## src/rtl/jtag_master_pkg.sv

```systemverilog
// jtag_master_pkg: shared op encodings, FSM states and TAP sequence constants for the JTAG scan master.
package jtag_master_pkg;
    typedef enum logic [1:0] {OP_DR = 2'b00, OP_IR = 2'b01, OP_RST = 2'b10, OP_IDLE = 2'b11} op_e;
    typedef enum logic [2:0] {RST_SEQ, IDLE, PRE, SHIFT, POST, RESP} state_e;
    localparam int RST_TMS_ONES = 5;
    localparam int PRE_DR = 3;
    localparam int PRE_IR = 4;
    function automatic logic pre_tms(op_e op, int n);
        return op == OP_IR ? n < 2 : n == 0;
    endfunction
endpackage

```

## src/rtl/jtag_tck_gen.sv

```systemverilog
// jtag_tck_gen: divides clk into TCK and flags the clk edges that will toggle it.
module jtag_tck_gen #(
    parameter int HALF_PERIOD = 2
) (
    input  logic clk,
    input  logic rst,
    input  logic en,
    output logic tck,
    output logic fall_stb,
    output logic rise_stb
);
    localparam int CW = $clog2(HALF_PERIOD + 1);
    logic [CW-1:0] cnt;
    logic wrap;
    assign wrap = en && cnt == CW'(HALF_PERIOD - 1);
    assign rise_stb = wrap && !tck;
    assign fall_stb = wrap && tck;
    always_ff @(posedge clk) begin
        if (rst || !en) begin
            cnt <= '0;
            tck <= 1'b0;
        end else if (wrap) begin
            cnt <= '0;
            tck <= !tck;
        end else begin
            cnt <= cnt + CW'(1);
        end
    end
endmodule

```

## src/rtl/jtag_scan_master.sv

```systemverilog
// jtag_scan_master: turns host scan commands into TCK/TMS/TDI traffic and returns captured TDO.
module jtag_scan_master
    import jtag_master_pkg::*;
#(
    parameter int MAX_LEN = 16,
    parameter int HALF_PERIOD = 2,
    parameter int LEN_W = $clog2(MAX_LEN + 1)
) (
    input  logic               clk,
    input  logic               rst,
    input  logic               cmd_valid,
    output logic               cmd_ready,
    input  logic [1:0]         cmd_op,
    input  logic [LEN_W-1:0]   cmd_len,
    input  logic [MAX_LEN-1:0] cmd_data,
    output logic               rsp_valid,
    input  logic               rsp_ready,
    output logic [MAX_LEN-1:0] rsp_data,
    output logic               rsp_err,
    output logic               tck,
    output logic               tms,
    output logic               tdi,
    input  logic               tdo
);
    state_e state;
    op_e op_q;
    logic [LEN_W-1:0] len_q, bit_cnt;
    logic [MAX_LEN-1:0] dat, mask;
    logic rst_cmd, en, fall_stb, rise_stb, scan, pre_last, bad_len;
    assign en = state inside {RST_SEQ, PRE, SHIFT, POST};
    assign scan = op_q == OP_DR || op_q == OP_IR;
    assign pre_last = bit_cnt == LEN_W'((op_q == OP_IR ? PRE_IR : PRE_DR) - 1);
    assign bad_len = cmd_len == '0 || cmd_len > LEN_W'(MAX_LEN);
    jtag_tck_gen #(.HALF_PERIOD(HALF_PERIOD)) u_tck (
        .clk(clk), .rst(rst), .en(en), .tck(tck), .fall_stb(fall_stb), .rise_stb(rise_stb)
    );
    // Each state presents TMS/TDI for its next TCK on the fall strobe ending the previous one.
    always_ff @(posedge clk) begin
        if (rst) begin
            state <= RST_SEQ;
            op_q <= OP_DR;
            len_q <= '0;
            bit_cnt <= '0;
            dat <= '0;
            mask <= '0;
            rst_cmd <= 1'b0;
            tms <= 1'b1;
            tdi <= 1'b0;
            cmd_ready <= 1'b0;
            rsp_valid <= 1'b0;
            rsp_err <= 1'b0;
            rsp_data <= '0;
        end else begin
            case (state)
                RST_SEQ: if (fall_stb) begin
                    if (bit_cnt == LEN_W'(RST_TMS_ONES)) begin
                        state <= rst_cmd ? RESP : IDLE;
                        rsp_valid <= rst_cmd;
                        cmd_ready <= !rst_cmd;
                        bit_cnt <= '0;
                    end else begin
                        bit_cnt <= bit_cnt + LEN_W'(1);
                        tms <= bit_cnt < LEN_W'(RST_TMS_ONES - 1);
                    end
                end
                IDLE: if (cmd_valid && cmd_ready) begin
                    op_q <= op_e'(cmd_op);
                    len_q <= cmd_len;
                    dat <= cmd_data;
                    bit_cnt <= '0;
                    rst_cmd <= cmd_op == OP_RST;
                    cmd_ready <= 1'b0;
                    rsp_data <= '0;
                    rsp_err <= 1'b0;
                    if (cmd_op == OP_RST) begin
                        state <= RST_SEQ;
                        tms <= 1'b1;
                    end else if (cmd_op == OP_IDLE) begin
                        state <= cmd_len == '0 ? RESP : SHIFT;
                        rsp_valid <= cmd_len == '0;
                        tms <= cmd_len == '0 ? tms : 1'b0;
                    end else if (bad_len) begin
                        state <= RESP;
                        rsp_valid <= 1'b1;
                        rsp_err <= 1'b1;
                    end else begin
                        state <= PRE;
                        tms <= 1'b1;
                    end
                end
                PRE: if (fall_stb) begin
                    if (pre_last) begin
                        state <= SHIFT;
                        bit_cnt <= '0;
                        tms <= len_q == LEN_W'(1);
                        tdi <= dat[0];
                        dat <= dat >> 1;
                        mask <= MAX_LEN'(1);
                    end else begin
                        bit_cnt <= bit_cnt + LEN_W'(1);
                        tms <= pre_tms(op_q, int'(bit_cnt) + 1);
                    end
                end
                SHIFT: begin
                    if (rise_stb && scan)
                        rsp_data <= rsp_data | (tdo ? mask : '0);
                    if (fall_stb) begin
                        if (bit_cnt == len_q - LEN_W'(1)) begin
                            state <= scan ? POST : RESP;
                            rsp_valid <= !scan;
                            tms <= scan;
                            bit_cnt <= '0;
                        end else begin
                            bit_cnt <= bit_cnt + LEN_W'(1);
                            tms <= scan && bit_cnt + LEN_W'(2) == len_q;
                            tdi <= scan ? dat[0] : tdi;
                            dat <= dat >> 1;
                            mask <= mask << 1;
                        end
                    end
                end
                POST: if (fall_stb) begin
                    if (bit_cnt == LEN_W'(1)) begin
                        state <= RESP;
                        rsp_valid <= 1'b1;
                        bit_cnt <= '0;
                    end else begin
                        bit_cnt <= LEN_W'(1);
                        tms <= 1'b0;
                    end
                end
                RESP: if (rsp_ready) begin
                    state <= IDLE;
                    rsp_valid <= 1'b0;
                    cmd_ready <= 1'b1;
                end
                default: state <= RST_SEQ;
            endcase
        end
    end
endmodule
```

## config.mk

```make
export PLATFORM = sky130hd
export DESIGN_NAME = jtag_scan_master
export DESIGN_NICKNAME = d
export VERILOG_FILES = /design/src/rtl/jtag_master_pkg.sv /design/src/rtl/jtag_tck_gen.sv /design/src/rtl/jtag_scan_master.sv
export SDC_FILE = /design/constraint.sdc
export NUM_CORES = 1
export LEC_CHECK = 0
export ABC_CLOCK_PERIOD_IN_PS = 3200
export CORE_MARGIN = 2
export CORE_UTILIZATION = 50
export CTS_CLUSTER_DIAMETER = 100
export CTS_CLUSTER_SIZE = 40
export DETAILED_ROUTE_END_ITERATION = 7
export HOLD_SLACK_MARGIN = 0.12
export PLACE_DENSITY = 0.74
export SYNTH_ARGS = -nofsm -noshare
export SYNTH_HDL_FRONTEND = slang
export SYNTH_SLANG_ARGS = --single-unit
```

## constraint.sdc

```tcl
create_clock -name clk -period 3.2 [get_ports clk]
set_clock_uncertainty 0.1 [all_clocks]
set_input_delay 0.64 -clock clk [delete_from_list [all_inputs] [get_ports clk]]
set_output_delay 0.64 -clock clk [all_outputs]
set_load 0.05 [all_outputs]
```

### Word level (Yosys, flattened, before mapping)

Index checks and enable logic that the tools add are counted.

* bits in registers: 72
* bits of input ports: 28
* output and inout port bits: 22
* logic and storage cells: 178

* add/subtract/negate cells: 6
* magnitude comparators: 3
* equal/unequal tests: 34
* multiplexer cells: 84
* bitwise operators: 1
* reduce and logical (&&, ||, !) cells: 35

Operators with widths (number)
* $mux 16: 12
* $pmux 16 s2: 2
* $mux 3: 16
* $pmux 16 s3: 1
* $mux 5: 8
* $mux 1: 39
* $logic_not 32->1: 1
* $pmux 5 s5: 1
* $ne 2x2->1 const B: 12
* $reduce_and 10->1: 2
* $pmux 3 s6: 1
* $reduce_and 6->1: 3
* $or 16x16->16: 1
* $eq 5x5->1: 3
* $reduce_and 11->1: 1
* $eq 5x1->1 const B: 2
* $pmux 1 s5: 2
* $reduce_and 5->1: 2
* $reduce_bool 5->1: 2
* $ne 2x1->1 const B: 4
* $ne 4x4->1 const B: 2
* $add 5x1->6 const B: 1
* $eq 3x2->1 const B: 2
* $eq 3x3->1 const B: 2
* other kinds (27): 41

### Logic depth before layout (Yosys ltp)

* depth in word-level cells: 7
* mapped depth: 9
* gate-level depth less buffers: 8

### Cells and area by module

From an unflattened synthesis, not the netlist that was laid out.

* cell total of the unflattened synthesis: 423
* area total of the unflattened synthesis: 3692.3 um2

Modules (own cells, without submodules)
* jtag_scan_master: instances 1, cells each 410, area an instance 3572.2 um2, sequential area each 1381.3 um2
* jtag_tck_gen: instances 1, cells each 13, area an instance 120.1 um2, sequential area each 60.1 um2

### Worst setup path before layout

Ideal clock, no wire load.

* kind: input to register
* start point: input port cmd_len[0]
* end point: register rsp_valid
* setup time: 0.128 ns
* arrival: 2.130 ns
* required time: 2.972 ns
* setup slack: 0.842 ns
* stages: 8
* cell sequence: nor4_1 > ha_1 > nand2b_1 > a21oi_1 > a221o_1 > a211oi_1 > mux2i_1 > nor2_1

* longest elaborated chain between the ends: 5
* elaborated cells between the ends (all ways): 9
* those cells by class: order compare (1); eq/ne (1); mux (4); reduce/logical (3)

RTL lines
* start: declaration: RTL line jtag_scan_master.sv:14 `input logic [LEN_W-1:0] cmd_len,`
* branches (longest 5 deep; another with $gt 5x5->1)
* end signal: assignment: RTL line jtag_scan_master.sv:58 `rsp_valid <= rst_cmd;`
* end signal: assignment: RTL line jtag_scan_master.sv:110 `rsp_valid <= !scan;`
* end: declaration: RTL line jtag_scan_master.sv:16 `output logic rsp_valid,`

Several ways; the timed one is not identified. The select of a mux whose other input is x is not followed.
A chain may end at the register's enable or synchronous reset.

### Final worst setup path

* start point: register len_q[0]
* end point: register dat[9]

* longest elaborated chain between the ends: 4

RTL lines
* start: declaration: RTL line jtag_scan_master.sv:27 `logic [LEN_W-1:0] len_q, bit_cnt;`
* start signal: assignment: RTL line jtag_scan_master.sv:68 `len_q <= cmd_len;`
* $sub 5x1->5: RTL line jtag_scan_master.sv:108 `if (bit_cnt == len_q - LEN_W'(1)) begin`
* $eq 5x5->1: RTL line jtag_scan_master.sv:108
* $ne 2x2->1 (no line)
* $reduce_and 6->1 (no line)
* end signal: assignment: RTL line jtag_scan_master.sv:69 `dat <= cmd_data;`
* end signal: assignment: RTL line jtag_scan_master.sv:97 `dat <= dat >> 1;`
* end signal: assignment: RTL line jtag_scan_master.sv:117 `dat <= dat >> 1;`
* end: declaration: RTL line jtag_scan_master.sv:28 `logic [MAX_LEN-1:0] dat, mask;`

Every way passes these cells.

==> results.md <==
| Quantity | This run | Unit |
|---|---|---|
| Run status | finished, final reports clean | - |
| Hold-fix buffer count after cts | 0 | - |
| Pwr dens | 537 | nW/um2 |
| Cell count after synthesis | 417 | - |
| Slowest library cell on the worst path | a311o_2 | - |
| Die ar. | 8180 | um2 |
| RSZ-0062 raised after global routing | no | - |
| First element of the critical path | len_q[0] | - |
| Leakage power | 0.00151 | uW |
| Global-route wire length before repair | 14.2 | mm |
| Final weighted congestion in routability-driven placement | 0.854 | - |
| Post-synth EDFFs | 0 | - |
| Required time of the critical path | 3.29 | ns |
| Setup violations, final | 0 | - |
| Syn. warnings | 0 | - |
| Share of post-route cells with drive strength above 1 | 15.1 | % |
| Hold Startpoint | u_tck.cnt[0] | - |
| CTS tree | done | - |
| Fraction of registers with async set or reset after synthesis | 0 | % |
| Primary FF master, synth | dfxtp_1 | - |
| Antenna diodes | 0 | - |
| Chip width | 90.4 | um |
| Cell types with the highest counts after synthesis | dfxtp_1, nor2_1, a21oi_1 | - |
| H-tree depth | 3 | - |
| Number of sinks driven by the clock tree | 72 | - |
| Overall power of the completed layout | 2390 | uW |
| Clock slew at the register clock pins of the worst setup and hold paths | 0.08 | ns |
| Area Overhead vs Synth | 19.4 | % |
| Ratio of final minimum period to clock period | 83.3 | % |
| Number of synthesized register bits | 72 | - |
| Cell breakdown of the critical path | inv_1 > ha_1 > nand2b_1 > a21boi_0 > o311ai_4 > a311o_2 > buf_12 > nor2_1 > a211oi_2 | - |
| Drc violations | 0 | - |
| Inserted Clock Buffers | 9 | - |
| Post-synth net total | 453 | - |
| Number of global-route vias before repair | 3004 | - |
| Final Max Tran Viols | 0 | - |
| Buffers on Ports | 49 | - |
| Core Area | 7250 | um2 |
| Remaining antenna violation count after routing | 0 | - |
| Num rows | 31 | - |
| Area of the mapped netlist | 3730 | um2 |
| Die outline height | 90.4 | um |
| Largest area contributor in the synthesized netlist | dfxtp_1 | - |
| Setup repair bufs after CTS | 0 | - |
| Root buffer cell | clkbuf_8 | - |
| Pre-CTS setup slack | 0.248 | ns |
| Top fanout value on the critical path | 23 | - |
| GRT Util Overall | 21.1 | % |
| Worst setup EP type | flip-flop | - |
| Effective utilization at floorplan | 51.5 | % |
| Unique cell type count in the Yosys netlist | 65 | - |
| Worst IR drop on VDD | 0.376 | mV |
| Critical path arrival | 2.76 | ns |
| Fin Setup TNS | 0 | ns |
| Number of filler cells placed in the layout | 655 | - |
| Hold Violations, Final | 0 | - |
| Kind of start point of the critical path | flip-flop | - |
| Post-Route WL | 8.19 | mm |
| Worst Tran Pin Value | 1.03 | ns |
| Largest buffer count on any clock path | 2 | - |
| First-pass detailed-route iteration total | 4 | - |
| Largest stage delay on the critical path | 0.56 | ns |
| Kind of cell adding the most delay to the critical path | compound AO/OA/AOI/OAI gates | - |
| Gates resized, CTS repair | 0 | - |
| Startpoint of the worst-slack reg-to-reg timing path | len_q[0] | - |
| Overall via count from detail_route | 3171 | - |
| Share of Yosys cell area claimed by the top area cell type | 38.6 | % |
| Maximum number of pins on one net before global-route repair | 46 | - |
| Worst-skew pair later-pin latency | 0.35 | ns |
| Startpoint-to-endpoint class of the critical path | flip-flop to flip-flop | - |
| Number of placed I/O pins | 50 | - |
| Leading cell types by total area after synthesis | dfxtp_1, a21oi_1, nor2_1 | - |
| Most used standard cell by instance count after synthesis | dfxtp_1 | - |
| Vias/cell | 5.69 | - |
| Clock period minus final worst setup slack | 2.67 | ns |
| Relative slew slack | 31.6 | % |
| Path category of the worst min-delay check | flip-flop to flip-flop | - |
| Max-Cap Viols | 0 | - |
| Initial DRC Count | 213 | - |
| Nets@finish | 489 | - |
| Register-to-Register Setup Slack | 0.53 | ns |
| Final WS setup | 0.534 | ns |
| Mean Syn Cell Area | 8.96 | um2 |
| Number of buffers and inverters on the critical path | 2 | - |
| HPWL after DPL | 5.72 | mm |
| Grt total ovfl | 0 | - |
| Routed wire per std cell | 14.7 | um |
| Part of the Yosys area used for sequential elements | 38.6 | % |
| Initial antenna violation count | 0 | - |
| Maximum clock frequency | 375 | MHz |
==> worst paths after layout <==
kind,to,depth (start not counted)
max,dat[9],9
min,u_tck.cnt[0],1
max reg2reg,dat[9],9
min reg2reg,u_tck.cnt[0],1
==> logic make-up (layout without fill, tap and decap cells) <==
family,Yosys count,in the layout,share of synthesized area [%]
AND/OR/NAND/NOR,130,130,17.5
AO/OA/AOI/OAI,129,129,27.1
flip-flops,72,72,38.6
buffers and inverters,43,84,5.06
multiplexers,21,21,5.66
XOR/XNOR,14,14,3.48
adder cells (fa/ha/maj),8,8,2.68
==> where the power goes <==
part	internal, uW	switching [uW]
sequential	965	78.5
combinational	286	384
clock	297	384
total	1550	847
==> stage by stage <==
stage,hold WS [ns],instances,area (um2),utilization (%)
after floorplan,0.307,417,3730,-
after global placement,0.317,541,4270,58.9
after detailed placement,0.337,541,4270,58.9
after CTS,0.348,557,4460,61.5
after global routing,0.355,557,4460,61.5
final,0.342,557,4460,61.5
==> area by class of cell <==
cell class	instances	area [um2]	share of cell area (%)
inverters	10	37.5	0.842
clock buffers	9	124	2.78
flip-flops and latches	72	1440	32.3
well taps	99	124	2.78
clock inverters	7	61.3	1.38
repair buffers	58	566	12.7
multi-input cells	302	2100	47.2
==> state kept, by name (all words and copies together) (netlist names), 2 cells and up <==
name and cells:
dat 16, u_tck.cnt 2, mask 16, len_q 5, op_q 2, state 3
bit_cnt 5, rsp_data 16
==> metal layers <==
layer	global-route usage, %	wire length [um]	vias up
met1	28.0	3720	1490
met3	4.09	443	13
met5	0	0	-
met4	9.74	165	0
li1	-	-	1584
met2	33.2	3860	84
==> worst register-to-register path, cell delays in order (launching register included) <==
cell,delay [ns]
dfxtp_1,0.42
inv_1,0.07
ha_1,0.24
nand2b_1,0.15
a21boi_0,0.34
o311ai_4,0.23
a311o_2,0.57
buf_12,0.20
nor2_1,0.14
a211oi_2,0.06
==> placed cells by master, fill, tap and decap left out, types with 3 or more instances in the layout <==
cell type	Yosys	final
mux2i_1	20	20
nand2_1	22	22
and2_1	4	4
o31ai_1	3	3
inv_1	8	8
buf_4	3	8
clkbuf_8	0	9
o21ai_0	12	12
a31oi_1	5	5
clkdlybuf4s50_1	0	48
or3_1	4	4
a211oi_2	16	16
nor2b_1	6	6
inv_6	0	4
dfxtp_1	72	72
nor2_1	54	54
nand3b_1	3	3
o41ai_1	4	4
ha_1	8	8
a21oi_1	42	42
a22o_2	14	14
nand2b_1	7	7
nand3_1	5	5
a21o_1	5	5
xnor2_1	8	8
xor2_1	5	5
a211oi_1	4	4
nor3_1	12	12
No activity file was read; power rests on OpenSTA's default activity.
